===== src/rtl/minv_pkg.sv =====
// Shared op encodings, STRIP FSM states and per-word next-value selects for minv_shreg_bank.
// Optional SHL1 support is enabled with MINV_SHL_EN.
package minv_pkg;

  typedef enum logic [2:0] {
    OP_NOP   = 3'd0,
    OP_LOAD  = 3'd1,
    OP_ROT   = 3'd2,
    OP_SHR1  = 3'd3,
    OP_STRIP = 3'd4,
    OP_SHL1  = 3'd5
  } op_e;

  typedef enum logic [1:0] {
    S_IDLE,
    S_RUN,
    S_DONE
  } state_e;

  // SEL_WORD covers both LOAD and ROT; only the top word's source differs.
  typedef enum logic [2:0] {
    SEL_HOLD,
    SEL_WORD,
    SEL_SHR,
    SEL_SHL,
    SEL_CLR
  } sel_e;

endpackage


===== src/rtl/minv_shreg_bank_if.sv =====
// Command-side bundle of minv_shreg_bank: handshake, opcode, load word and shift-in bit.
interface minv_shreg_bank_if #(
  parameter int unsigned WORD_W = 32
) ();
  logic              cmd_valid;
  logic              cmd_ready;
  logic [2:0]        cmd_op;
  logic [WORD_W-1:0] wr_data;
  logic              bit_in;

  modport master (
    output cmd_valid,
    output cmd_op,
    output wr_data,
    output bit_in,
    input  cmd_ready
  );

  modport slave (
    input  cmd_valid,
    input  cmd_op,
    input  wr_data,
    input  bit_in,
    output cmd_ready
  );
endinterface


===== src/rtl/minv_word_mux.sv =====
// Next-value select for one word of the shift register bank.
// The shift-left path exists only when MINV_SHL_EN is defined.
module minv_word_mux
  import minv_pkg::*;
#(
  parameter int unsigned WORD_W = 32
) (
  input  sel_e              sel_i,
  input  logic [WORD_W-1:0] cur_i,
  input  logic [WORD_W-1:0] up_word_i,
  input  logic              up_bit_i,
`ifdef MINV_SHL_EN
  input  logic              dn_bit_i,
`endif
  output logic [WORD_W-1:0] nxt_o
);

  always_comb begin
    nxt_o = cur_i;
    case (sel_i)
      SEL_WORD: nxt_o = up_word_i;
      SEL_SHR:  nxt_o = {up_bit_i, cur_i[WORD_W-1:1]};
`ifdef MINV_SHL_EN
      SEL_SHL:  nxt_o = {cur_i[WORD_W-2:0], dn_bit_i};
`endif
      SEL_CLR:  nxt_o = '0;
      default:  nxt_o = cur_i;
    endcase
  end

endmodule


===== src/rtl/minv_shreg_bank.sv =====
// Multi-word load/rotate/shift register bank with a trailing-zero STRIP command.
// Define MINV_SHL_EN to enable op 5 (SHL1); otherwise op 5 is a NOP.
module minv_shreg_bank
  import minv_pkg::*;
#(
  parameter int unsigned WORD_W = 32,
  parameter int unsigned NWORDS = 8,
  parameter int unsigned CNT_W  = $clog2(WORD_W * NWORDS + 1)
) (
  input  logic                       clk,
  input  logic                       rst,
  input  logic                       clr,
  minv_shreg_bank_if.slave           cmd,
  output logic [WORD_W*NWORDS-1:0]   reg_q,
  output logic [WORD_W-1:0]          rd_data,
  output logic                       bit_out,
  output logic                       msb_out,
  output logic                       is_zero,
  output logic                       is_odd,
  output logic                       busy,
  output logic                       done,
  output logic [CNT_W-1:0]           strip_cnt
);

  localparam int unsigned TOTAL = WORD_W * NWORDS;

  logic [TOTAL-1:0]  data_q, data_d;
  state_e            state_q, state_d;
  logic [CNT_W-1:0]  cnt_q, cnt_d;
  sel_e              sel;
  logic              is_load;
  logic              accept;
  logic [WORD_W-1:0] top_word;
  logic              top_bit;

  assign cmd.cmd_ready = (state_q == S_IDLE) & ~clr & ~rst;
  assign accept        = cmd.cmd_valid & cmd.cmd_ready;

  // Top word refills from wr_data on LOAD and from word 0 on ROT; STRIP shifts in zeros.
  assign top_word = is_load ? cmd.wr_data : data_q[WORD_W-1:0];
  assign top_bit  = (state_q == S_RUN) ? 1'b0 : cmd.bit_in;

  for (genvar i = 0; i < NWORDS; i++) begin : g_word
    logic [WORD_W-1:0] up_word;
    logic              up_bit;
    if (i == NWORDS - 1) begin : g_top
      assign up_word = top_word;
      assign up_bit  = top_bit;
    end else begin : g_mid
      assign up_word = data_q[(i+1)*WORD_W +: WORD_W];
      assign up_bit  = data_q[(i+1)*WORD_W];
    end
`ifdef MINV_SHL_EN
    logic dn_bit;
    if (i == 0) begin : g_bot
      assign dn_bit = cmd.bit_in;
    end else begin : g_up
      assign dn_bit = data_q[i*WORD_W-1];
    end
`endif
    minv_word_mux #(
      .WORD_W(WORD_W)
    ) u_mux (
      .sel_i    (sel),
      .cur_i    (data_q[i*WORD_W +: WORD_W]),
      .up_word_i(up_word),
      .up_bit_i (up_bit),
`ifdef MINV_SHL_EN
      .dn_bit_i (dn_bit),
`endif
      .nxt_o    (data_d[i*WORD_W +: WORD_W])
    );
  end

  always_comb begin
    state_d = state_q;
    cnt_d   = cnt_q;
    sel     = SEL_HOLD;
    is_load = 1'b0;
    if (clr) begin
      state_d = S_IDLE;
      sel     = SEL_CLR;
    end else begin
      unique case (state_q)
        S_IDLE: begin
          if (accept) begin
            case (op_e'(cmd.cmd_op))
              OP_LOAD: begin
                sel     = SEL_WORD;
                is_load = 1'b1;
              end
              OP_ROT:  sel = SEL_WORD;
              OP_SHR1: sel = SEL_SHR;
              OP_STRIP: begin
                cnt_d   = '0;
                state_d = (data_q[0] | is_zero) ? S_DONE : S_RUN;
              end
`ifdef MINV_SHL_EN
              OP_SHL1: sel = SEL_SHL;
`endif
              default: ;
            endcase
          end
        end
        S_RUN: begin
          sel   = SEL_SHR;
          cnt_d = cnt_q + CNT_W'(1);
          if (data_q[1]) state_d = S_DONE;
        end
        S_DONE:  state_d = S_IDLE;
        default: state_d = S_IDLE;
      endcase
    end
  end

  always_ff @(posedge clk) begin
    if (rst) begin
      data_q  <= '0;
      state_q <= S_IDLE;
      cnt_q   <= '0;
    end else begin
      data_q  <= data_d;
      state_q <= state_d;
      cnt_q   <= cnt_d;
    end
  end

  assign reg_q     = data_q;
  assign rd_data   = data_q[WORD_W-1:0];
  assign bit_out   = data_q[0];
  assign msb_out   = data_q[TOTAL-1];
  assign is_zero   = ~|data_q;
  assign is_odd    = data_q[0];
  assign busy      = (state_q != S_IDLE);
  assign done      = (state_q == S_DONE);
  assign strip_cnt = cnt_q;

endmodule


===== src/flat_wrapper.sv =====
// flat-port wrapper written by rule: the top's interface ports become plain ports
module minv_shreg_bank_flat import minv_pkg::*;
#(
  parameter int unsigned WORD_W = 32,
  parameter int unsigned NWORDS = 8,
  parameter int unsigned CNT_W  = $clog2(WORD_W * NWORDS + 1)
)
  (clk, rst, clr, reg_q, rd_data, bit_out, msb_out, is_zero, is_odd, busy, done, strip_cnt, cmd_cmd_valid, cmd_cmd_op, cmd_wr_data, cmd_bit_in, cmd_cmd_ready);
  minv_shreg_bank_if #(.WORD_W(WORD_W)) cmd_i ();
  input  logic clk;
  input  logic rst;
  input  logic clr;
  output logic [WORD_W*NWORDS-1:0] reg_q;
  output logic [WORD_W-1:0] rd_data;
  output logic bit_out;
  output logic msb_out;
  output logic is_zero;
  output logic is_odd;
  output logic busy;
  output logic done;
  output logic [CNT_W-1:0] strip_cnt;
  input wire logic [$bits(cmd_i.cmd_valid)-1:0] cmd_cmd_valid;
  input wire logic [$bits(cmd_i.cmd_op)-1:0] cmd_cmd_op;
  input wire logic [$bits(cmd_i.wr_data)-1:0] cmd_wr_data;
  input wire logic [$bits(cmd_i.bit_in)-1:0] cmd_bit_in;
  output wire logic [$bits(cmd_i.cmd_ready)-1:0] cmd_cmd_ready;
  assign cmd_i.cmd_valid = cmd_cmd_valid;
  assign cmd_i.cmd_op = cmd_cmd_op;
  assign cmd_i.wr_data = cmd_wr_data;
  assign cmd_i.bit_in = cmd_bit_in;
  assign cmd_cmd_ready = cmd_i.cmd_ready;
  minv_shreg_bank #(.WORD_W(WORD_W), .NWORDS(NWORDS), .CNT_W(CNT_W)) u_core (.clk(clk), .rst(rst), .clr(clr), .cmd(cmd_i), .reg_q(reg_q), .rd_data(rd_data), .bit_out(bit_out), .msb_out(msb_out), .is_zero(is_zero), .is_odd(is_odd), .busy(busy), .done(done), .strip_cnt(strip_cnt));
endmodule

===== config.mk =====
export PLATFORM = sky130hd
export DESIGN_NAME = minv_shreg_bank_flat
export DESIGN_NICKNAME = d
export VERILOG_FILES = /design/src/rtl/minv_pkg.sv /design/src/rtl/minv_shreg_bank_if.sv /design/src/rtl/minv_word_mux.sv /design/src/rtl/minv_shreg_bank.sv /design/src/flat_wrapper.sv
export SDC_FILE = /design/constraint.sdc
export NUM_CORES = 1
export LEC_CHECK = 0
export ABC_AREA = 1
export CAP_MARGIN = 20
export CORE_ASPECT_RATIO = 0.7
export CORE_UTILIZATION = 30
export DETAILED_ROUTE_END_ITERATION = 8
export PLACE_DENSITY = 0.54
export SETUP_SLACK_MARGIN = 0.15
export SLEW_MARGIN = 25
export SYNTH_ARGS = -nofsm -noshare
export SYNTH_HDL_FRONTEND = slang
export SYNTH_SLANG_ARGS = --single-unit

===== constraint.sdc =====
create_clock -name clk -period 2.3 [get_ports clk]
set_input_delay 0.46 -clock clk [delete_from_list [all_inputs] [get_ports clk]]
set_output_delay 0.46 -clock clk [all_outputs]
set_load 0.01 [all_outputs]

==> out/results.ini <==
[clock_network]
cts.sinks=267
cts_buffers=29
hold_buffers=0
htreeDepth=1
cts_tree=built
root_buffer=clkbuf_16
clk_latency_ps=570
clk_pin_slew_ps=60
clk_path_buf_depth=3

[timing]
timing.fmax_mhz=415.1
worst_slew_pin_slew_ps=535.2
post-route-period-util_pct=104.7
setup_tns_ps=-109.1
setup_viol=1
skew_ps=16.04
rsz0062_at_grt=true
drv_slew=0
fin_crit_ps=2409
fin_ws_ps=-109.1
slew_headroom_pct=64.16
hold_viol=0

[die]
start_util_pct=30.50
num_rows=64
die_area_um2=45390
ios=344
core-area_um2=43800
fp.dieW_um=254.2
die_h_um=178.5

[finish]
post-route-util_pct=47.09
num_antenna_cells=0
instances_no_fill=3101
area_delta_synth_final_pct=54.41
n_fill_cell=4363
final_common_cell=nand2_1
drive_gt1_share_pct=18.39
finalNetCount=2525
layout_common_cells=nand2_1 (370), buf_4 (330), clkdlybuf4s50_1 (315)

[worst_setup_path]
start_kind=flop
r2r_setup_slack_ps=420
rr_worst_depth=9
rr_startpoint=u_core.state_q[0]$_SDFFE_PP0P_
critical_path.endpoint_type=output pin
cp_max_fo=2
arrival_ps=1950
r2r-end=u_core.reg_q[154]$_SDFFE_PP0P_
required_ps=1840
critPathKind=reg -> out

[grt]
grtUsageTotal_pct=25.46
overflow=0
grt_pass1_wl_mm=88.62
grt-busiest-layer=met2
grt_antenna_before_repair=0
met2_usage_pct=39.95
grtUsageMet1_pct=36.28
grt_use_met3_pct=4.888
grt_max_degree=90
grt_pass1_vias=14800

[placement]
io_buffers=343
routabilityCongestion=0.9054
pre_cts_ws_ps=-318.0
dp.cells=3046
hpwl_mm=44.82

[power]
power_leakage_nw=8.437
peakVddDrop_v=0.0005288
p_per_area_nw_per_um2=638.8

[worst_hold_path]
hold_start=u_core.strip_cnt[1]$_SDFFE_PP0P_
hold_end=u_core.strip_cnt[1]$_SDFFE_PP0P_
holdPathStages=2
hold_class=reg -> reg

[logic_synthesis]
syn_area_per_cell_um2=6.896
syn_inst=1937
synth.distinct_cells=35
synth_nets=1978
yosys_register_bits=267
yosys.area.top_type=dfxtp_1
yosysSeqAreaShare_pct=40.01
yosysWarnings=0
netlist.area_leader.share_pct=40.01
ys_top_cells_by_area=dfxtp_1 (40%), o21ai_1 (12%), nand2_1 (11%)
syn_area_um2=13360

[drt]
viasPerCell=5.088
wl_per_cell_um=19.13
vias=15780
drt-initial-drc-count=1312
drt-pass1-iter-count=5
totalWireLength_mm=59.31
ant_nets=0
drc_errors=0

[outcome]
outcome=complete, but fails checks
failed_checks=negative setup slack

[flow_run]
maxCapViolations=0

==> sequential cells by signal (all words and copies together) (netlist names) <==
register,cells
u_core.state_q,2
u_core.reg_q,256
u_core.strip_cnt,9
==> report_power, final <==
part           switching, mW  internal (mW)
Sequential             0.125           4.88
Combinational           1.49           1.30
Clock                   2.11           3.28
Total                   3.72           9.45
==> metal layers <==
metal,up-vias,wire length [um],share of wire [%]
met1,7547,27840,47
met3,66,4445,7.5
met4,0,1030,1.7
met2,574,25990,44
met5,-,0,0
li1,7592,-,-
==> cells in the mapped netlist <==
cell type  instances
nand3_4            1
nand3_2            1
nor2_4             3
buf_6              8
a21oi_2            1
clkbuf_1          48
o21ai_2            1
nand2_4            2
nor3_1             5
o31ai_1            1
a211oi_1           2
a21boi_1           1
nor2_2             2
nor2_1           168
nor3b_1            1
a31oi_1            1
nand2_1          378
nand4_1            2
a21oi_1          263
a21o_1             1
o21ai_0          234
o21ai_1          313
or2_0              1
buf_4             48
dfxtp_1          267
buf_2             64
inv_1             72
ha_1               1
nand3_1           19
o21a_1             1
inv_2              3
buf_8             20
and3_1             1
buf_12             2
inv_4              1
==> final cells by class <==
cell class / instances / area [um2] / area share (%)
clock buffers: 33 / 760.7 / 3.688
flip-flops and latches: 267 / 5350 / 25.94
repair buffers: 706 / 6601 / 32.00
well taps: 594 / 743.2 / 3.603
inverters: 76 / 300.3 / 1.456
multi-input cells: 1404 / 6548 / 31.74
clock inverters: 21 / 322.8 / 1.565
==> worst max-delay path, stage by stage (launching register included) <==
cell and delay, ps:
dfxtp_1 310, nor2_1 120, nand2_1 80, nor2_2 130, nand2_2 100, nor2_4 130, nand2_4 80, nor2_4 160
nand2_4 110, inv_2 70, buf_6 90
==> worst max path at each step <==
stage,slack (ps),cells past startpoint,from,to
floorplan,540,10,rst,u_core.reg_q[170]$_SDFFE_PP0P_
global placement,-340,10,u_core.reg_q[202]$_SDFFE_PP0P_,is_zero
detailed placement,-320,10,u_core.reg_q[202]$_SDFFE_PP0P_,is_zero
CTS,-170,11,u_core.reg_q[97]$_SDFFE_PP0P_,is_zero
global route,-210,11,u_core.reg_q[101]$_SDFFE_PP0P_,is_zero
finish,-110,10,u_core.reg_q[206]$_SDFFE_PP0P_,is_zero
==> logic make-up after synthesis <==
| kind of cell | synth area share, % |
|---|---|
| adder cells (fa/ha/maj) | 0.09365 |
| AO/OA/AOI/OAI | 30.86 |
| buffers and inverters | 11.82 |
| AND/OR/NAND/NOR | 17.21 |
| flip-flops | 40.02 |
==> repair_timing <==
item / in CTS / in global routing
pin swaps: 10 / 9
setup buffers: 1 / 0
resized for setup: 27 / 47
cloned: 0 / 0
hold endpoints to repair: 0 / 0
setup endpoints to repair: 6 / 31
==> metrics by stage <==
step	instance area [um2]	hold slack [ps]	power, mW
final	20630	504.3	13.18
after detailed placement	19340	490.9	7.846
after CTS	20500	502.4	13.22
after global placement	19340	486.5	7.822
after floorplan	13360	474.0	6.335
after global routing	20630	517.6	13.67
Power figures use the tool's default switching activity.
